<file path="src/rtl/iot_event_reporter_if.sv">
// -----------------------------------------------------------------------------
// iot_event_reporter_if
// Bundles the device level inputs and the event strobe outputs of
// iot_event_reporter.
//   dev_active   [N_DEV] per-device on/off level (driven by the slave side)
//   change              one-cycle strobe: an event is reported this cycle
//   on_off              direction of the reported event (1 = on)
//   dev_id       [ID_W] index of the reported device
//   busy                any event still pending
//   shadow_count [8]    running on-minus-off total
//                       (present only with IOT_REPORTER_SHADOW_EN)
// Modports: master = reporter, slave = environment / downstream counter.
// -----------------------------------------------------------------------------
`timescale 1ns/1ps

interface iot_event_reporter_if #(
    parameter int unsigned N_DEV = 8,
    parameter int unsigned ID_W  = 3
);
    logic [N_DEV-1:0] dev_active;
    logic             change;
    logic             on_off;
    logic [ID_W-1:0]  dev_id;
    logic             busy;
`ifdef IOT_REPORTER_SHADOW_EN
    logic [7:0]       shadow_count;

    modport master (
        input  dev_active,
        output change, on_off, dev_id, busy, shadow_count
    );
    modport slave (
        output dev_active,
        input  change, on_off, dev_id, busy, shadow_count
    );
`else
    modport master (
        input  dev_active,
        output change, on_off, dev_id, busy
    );
    modport slave (
        output dev_active,
        input  change, on_off, dev_id, busy
    );
`endif
endinterface

</file>
<file path="src/rtl/iot_event_reporter.sv">
// -----------------------------------------------------------------------------
// iot_event_reporter
// Detects on/off transitions on up to N_DEV device levels, holds each as a
// pending event and reports them one per cycle as registered change/on_off/
// dev_id strobes, arbitrated round-robin. An edge opposite to a still-pending
// event cancels it, so the downstream counter never sees the glitch.
// Ports:
//   clk  - rising-edge clock
//   rst  - synchronous active-high reset
//   bus  - iot_event_reporter_if.master (dev_active in; change, on_off,
//          dev_id, busy and optional shadow_count out)
// Optional feature: define IOT_REPORTER_SHADOW_EN to add bus.shadow_count, an
// 8-bit wrapping count of reported ons minus reported offs.
// -----------------------------------------------------------------------------
`timescale 1ns/1ps

module iot_event_reporter #(
    parameter int unsigned N_DEV = 8,
    parameter int unsigned ID_W  = 3
) (
    input logic                  clk,
    input logic                  rst,
    iot_event_reporter_if.master bus
);

    logic [N_DEV-1:0] r_dev_q;
    logic [N_DEV-1:0] r_pend;
    logic [N_DEV-1:0] r_pdir;
    logic [ID_W-1:0]  r_ptr;
    logic             r_change;
    logic             r_on_off;
    logic [ID_W-1:0]  r_dev_id;

    logic [N_DEV-1:0] w_rise;
    logic [N_DEV-1:0] w_fall;
    logic [N_DEV-1:0] w_edge;
    logic [N_DEV-1:0] w_gnt_mask;
    logic [N_DEV-1:0] w_pend_left;
    logic [N_DEV-1:0] w_new;
    logic [N_DEV-1:0] w_pend_nxt;
    logic [N_DEV-1:0] w_pdir_nxt;
    logic             w_gnt_vld;
    logic [ID_W-1:0]  w_gnt_idx;
    logic [ID_W-1:0]  w_ptr_nxt;

    // (base + off) mod N_DEV; base < N_DEV and off <= N_DEV so one subtract suffices
    function automatic logic [ID_W-1:0] wrap_add(input logic [ID_W-1:0] base,
                                                 input int unsigned     off);
        int unsigned s;
        s = 32'(base) + off;
        if (s >= N_DEV) begin
            s = s - N_DEV;
        end
        return ID_W'(s);
    endfunction

    assign w_rise = bus.dev_active & ~r_dev_q;
    assign w_fall = ~bus.dev_active & r_dev_q;
    assign w_edge = w_rise | w_fall;

    // Round-robin grant: first pending index starting at r_ptr
    always_comb begin
        w_gnt_vld  = 1'b0;
        w_gnt_idx  = '0;
        w_gnt_mask = '0;
        for (int unsigned k = 0; k < N_DEV; k++) begin
            if (!w_gnt_vld && r_pend[wrap_add(r_ptr, k)]) begin
                w_gnt_vld = 1'b1;
                w_gnt_idx = wrap_add(r_ptr, k);
            end
        end
        if (w_gnt_vld) begin
            w_gnt_mask[w_gnt_idx] = 1'b1;
        end
        w_ptr_nxt = wrap_add(w_gnt_idx, 1);
    end

    // After the grant clear, an edge on an idle device opens a new event and an
    // edge on a still-pending device can only be the opposite direction, which
    // cancels it. Both cases reduce to toggling the pending bit.
    assign w_pend_left = r_pend & ~w_gnt_mask;
    assign w_new       = w_edge & ~w_pend_left;
    assign w_pend_nxt  = w_pend_left ^ w_edge;
    assign w_pdir_nxt  = (w_new & w_rise) | (~w_new & r_pdir);

    always_ff @(posedge clk) begin
        if (rst) begin
            r_dev_q  <= '0;
            r_pend   <= '0;
            r_pdir   <= '0;
            r_ptr    <= '0;
            r_change <= 1'b0;
            r_on_off <= 1'b0;
            r_dev_id <= '0;
        end else begin
            r_dev_q  <= bus.dev_active;
            r_pend   <= w_pend_nxt;
            r_pdir   <= w_pdir_nxt;
            r_change <= w_gnt_vld;
            if (w_gnt_vld) begin
                r_on_off <= r_pdir[w_gnt_idx];
                r_dev_id <= w_gnt_idx;
                r_ptr    <= w_ptr_nxt;
            end
        end
    end

`ifdef IOT_REPORTER_SHADOW_EN
    logic [7:0] r_shadow;

    always_ff @(posedge clk) begin
        if (rst) begin
            r_shadow <= 8'd0;
        end else if (w_gnt_vld) begin
            r_shadow <= r_pdir[w_gnt_idx] ? r_shadow + 8'd1 : r_shadow - 8'd1;
        end
    end

    assign bus.shadow_count = r_shadow;
`endif

    assign bus.change = r_change;
    assign bus.on_off = r_on_off;
    assign bus.dev_id = r_dev_id;
    assign bus.busy   = |r_pend;

endmodule
</file>
<file path="src/flat_wrapper.sv">
// flat-port wrapper written by rule: the top's interface ports become plain ports
module iot_event_reporter_flat 
#(
    parameter int unsigned N_DEV = 8,
    parameter int unsigned ID_W  = 3
)
  (clk, rst, bus_dev_active, bus_change, bus_on_off, bus_dev_id, bus_busy);
  iot_event_reporter_if #(.N_DEV(N_DEV), .ID_W(ID_W)) bus_i ();
  input logic clk;
  input logic rst;
  input wire logic [$bits(bus_i.dev_active)-1:0] bus_dev_active;
  output wire logic [$bits(bus_i.change)-1:0] bus_change;
  output wire logic [$bits(bus_i.on_off)-1:0] bus_on_off;
  output wire logic [$bits(bus_i.dev_id)-1:0] bus_dev_id;
  output wire logic [$bits(bus_i.busy)-1:0] bus_busy;
  assign bus_i.dev_active = bus_dev_active;
  assign bus_change = bus_i.change;
  assign bus_on_off = bus_i.on_off;
  assign bus_dev_id = bus_i.dev_id;
  assign bus_busy = bus_i.busy;
  iot_event_reporter #(.N_DEV(N_DEV), .ID_W(ID_W)) u_core (.clk(clk), .rst(rst), .bus(bus_i));
endmodule
</file>
<file path="config.mk">
export PLATFORM = sky130hd
export DESIGN_NAME = iot_event_reporter_flat
export DESIGN_NICKNAME = d
export VERILOG_FILES = /design/src/rtl/iot_event_reporter_if.sv /design/src/rtl/iot_event_reporter.sv /design/src/flat_wrapper.sv
export SDC_FILE = /design/constraint.sdc
export NUM_CORES = 1
export LEC_CHECK = 0
export BUFFER_PORTS_ARGS = -buffer_cell sky130_fd_sc_hd__buf_2
export CORE_MARGIN = 10
export CORE_UTILIZATION = 55
export CTS_CLUSTER_DIAMETER = 200
export DETAILED_ROUTE_END_ITERATION = 10
export GPL_TIMING_DRIVEN = 0
export PLACE_DENSITY = 0.73
export SYNTH_ARGS = -nofsm -noshare
export SYNTH_HDL_FRONTEND = slang
export SYNTH_SLANG_ARGS = --single-unit
</file>
<file path="constraint.sdc">
create_clock -name clk -period 10.3 [get_ports clk]
set_clock_uncertainty 0.15 [all_clocks]
set_input_delay 0.515 -clock clk [delete_from_list [all_inputs] [get_ports clk]]
set_output_delay 0.515 -clock clk [all_outputs]
set_load 0.02 [all_outputs]
</file>
==> flow_summary.ini <==
[outcome]
run_status = finished, final reports clean

[routing]
drtIter0Drc = 174
wl_per_cell_um = 16.16
vias = 1962
dr.pass1.iters = 4
drt_drc_violations_left = 0
ant_nets = 0
routed_via_density = 5.874
wl_um = 5396

[clock_network]
insertion_delay_ps = 280
cts_buffers = 5
post_cts_resized = 0
cts_hold_buf = 0
path_clk_slew_ps = 60
cts.sinks = 32
cts_buffer_depth = 2
clockRootBuffer = clkbuf_8
htree_num_levels = 2
cts_tree = built
cts_setup_buffers = 0

[global_route]
grt_use_total_pct = 15.70
gr-total-overflow = 0
use_met2_pct = 26.98
grt_max_degree = 11
grt_pass1_wl_um = 9632
top_usage_layer = met2
grt_pass1_vias = 2016
globalRouteMet3Util_pct = 3.565
grt.met1_usage_pct = 19.05
antenna_found_initial = 0

[logic_synthesis]
synth_area_um2 = 2411
syn_inst = 259
seq_area_frac_synth_pct = 26.57
ys_types = 48
syn_nets = 287
ys_warn_count = 0
synth-seq-cells = 32
synthArstFlopShare_pct = 0
synth_edf_count = 0
syn_avg_cell_area_um2 = 9.309
ys.flop_type = dfxtp_1

[place]
place_congestion = 0.8578
place_hpwl_um = 4206
portBuffers = 15

[worst_setup_path]
critPathRequiredTime_ps = 9640
crit_path_end_kind = primary output
cp-start-kind = register
cp.arrival_ps = 4410
path_class = register to primary output
worst-path-max-fanout = 10

[floorplan]
io_pins = 16
floorplan.initialDensity_pct = 56.15
die_h_um = 86.21
die_w_um = 86.21
dieArea_um2 = 7432
coreArea_um2 = 4294
row_count = 24

[timing]
min_period_ps = 5071
setup_violations = 0
rsz0062_at_grt = no
maxSlewViolCount = 0
fin_crit_sh_pct = 49.23
hold_violations = 0
fmax_mhz = 197.2
setup_tns_ps = 0
slew_headroom_pct = 52.10
worst_pin_slew_ps = 710.9

[layout]
fill_cells = 380
final_common_cell = dfxtp_1
insertedDiodeCount = 0
drive_above_1_share_pct = 20.57
areaGrowthSynthToFinish_pct = 9.653
nets = 309
layout_common_cells = dfxtp_1, inv_1, nor2_1

[run]
maxCapViolations = 0

[worst_hold_path]
hp-class = primary input to register
## cell type report
type | count | area (um^2) | area share (%)
multi-input combinational | 187 | 1580 | 59.77
sequential | 32 | 640.6 | 24.23
inverter | 27 | 101.3 | 3.833
buffer | 13 | 88.84 | 3.360
clock buffer | 6 | 82.58 | 3.124
timing repair buffer | 15 | 75.07 | 2.840
tap | 52 | 65.06 | 2.461
clock inverter | 2 | 10.01 | 0.3786
## final timing paths
check / from / end / depth (start not counted) / slack (ps)
setup reg to reg: u_core.r_ptr[1]$_SDFFE_PP0P_ / register / 17 / 5270
hold reg to reg: u_core.bus.dev_id[0]$_SDFFE_PP0P_ / u_core.bus.dev_id[0]$_SDFFE_PP0P_ / 2 / 310
setup / recovery: u_core.r_ptr[1]$_SDFFE_PP0P_ / bus_busy / 14 / 5230
hold / removal: rst / u_core.r_dev_q[0]$_SDFF_PP0_ / 2 / 300
## Yosys cell counts, types with 6 or more instances
cell type | number | share of area, %
dfxtp_1 | 32 | 27
o22ai_1 | 7 | 1.8
inv_1 | 27 | 4.2
nand2_1 | 18 | 2.8
mux2_2 | 6 | 2.8
o21ai_0 | 10 | 2.1
mux2i_1 | 20 | 8.3
a21oi_1 | 10 | 2.1
nor2b_1 | 9 | 2.3
mux4_2 | 11 | 10
ha_1 | 18 | 9.3
nor2_1 | 27 | 4.2
## critical path, cell delays in order (launching register included)
cell,delay [ps]
dfxtp_1,320
buf_2,180
buf_1,480
inv_1,220
ha_1,350
buf_6,140
buf_8,140
mux4_2,560
a21oi_2,170
nand3_2,150
a211oi_4,390
nand2_1,90
nor2_1,570
inv_1,150
buf_2,200
## layer usage
| metal | up-vias | routed length [um] |
|---|---|---|
| met1 | 930 | 2332 |
| li1 | 977 | - |
| met4 | 0 | 82 |
| met3 | 8 | 237 |
| met2 | 47 | 2744 |
| met5 | - | 0 |
## cell families after synthesis
family / share of synthesized area, %
xor+xnor: 1.453
fa+ha+maj: 9.341
flops: 26.57
mux: 23.56
compound gates: 16.87
buf+inv: 7.888
simple gates: 14.32
## per-stage QoR
stage / worst slack (ps) / instances / utilization, % / instance area, um^2 / hold slack (ps)
after floorplan: 6147 / 259 / - / 2411 / 303.4
after global placement: 5395 / 326 / 59.41 / 2551 / 295.4
after detailed placement: 5308 / 326 / 59.41 / 2551 / 299.2
after CTS: 5296 / 334 / 61.57 / 2644 / 292.8
after global routing: 4844 / 334 / 61.57 / 2644 / 304.8
final: 5229 / 334 / 61.57 / 2644 / 296.8
Power is not shown: default switching activity piles up to over one toggle a cycle in this logic, so the estimate is an artifact.
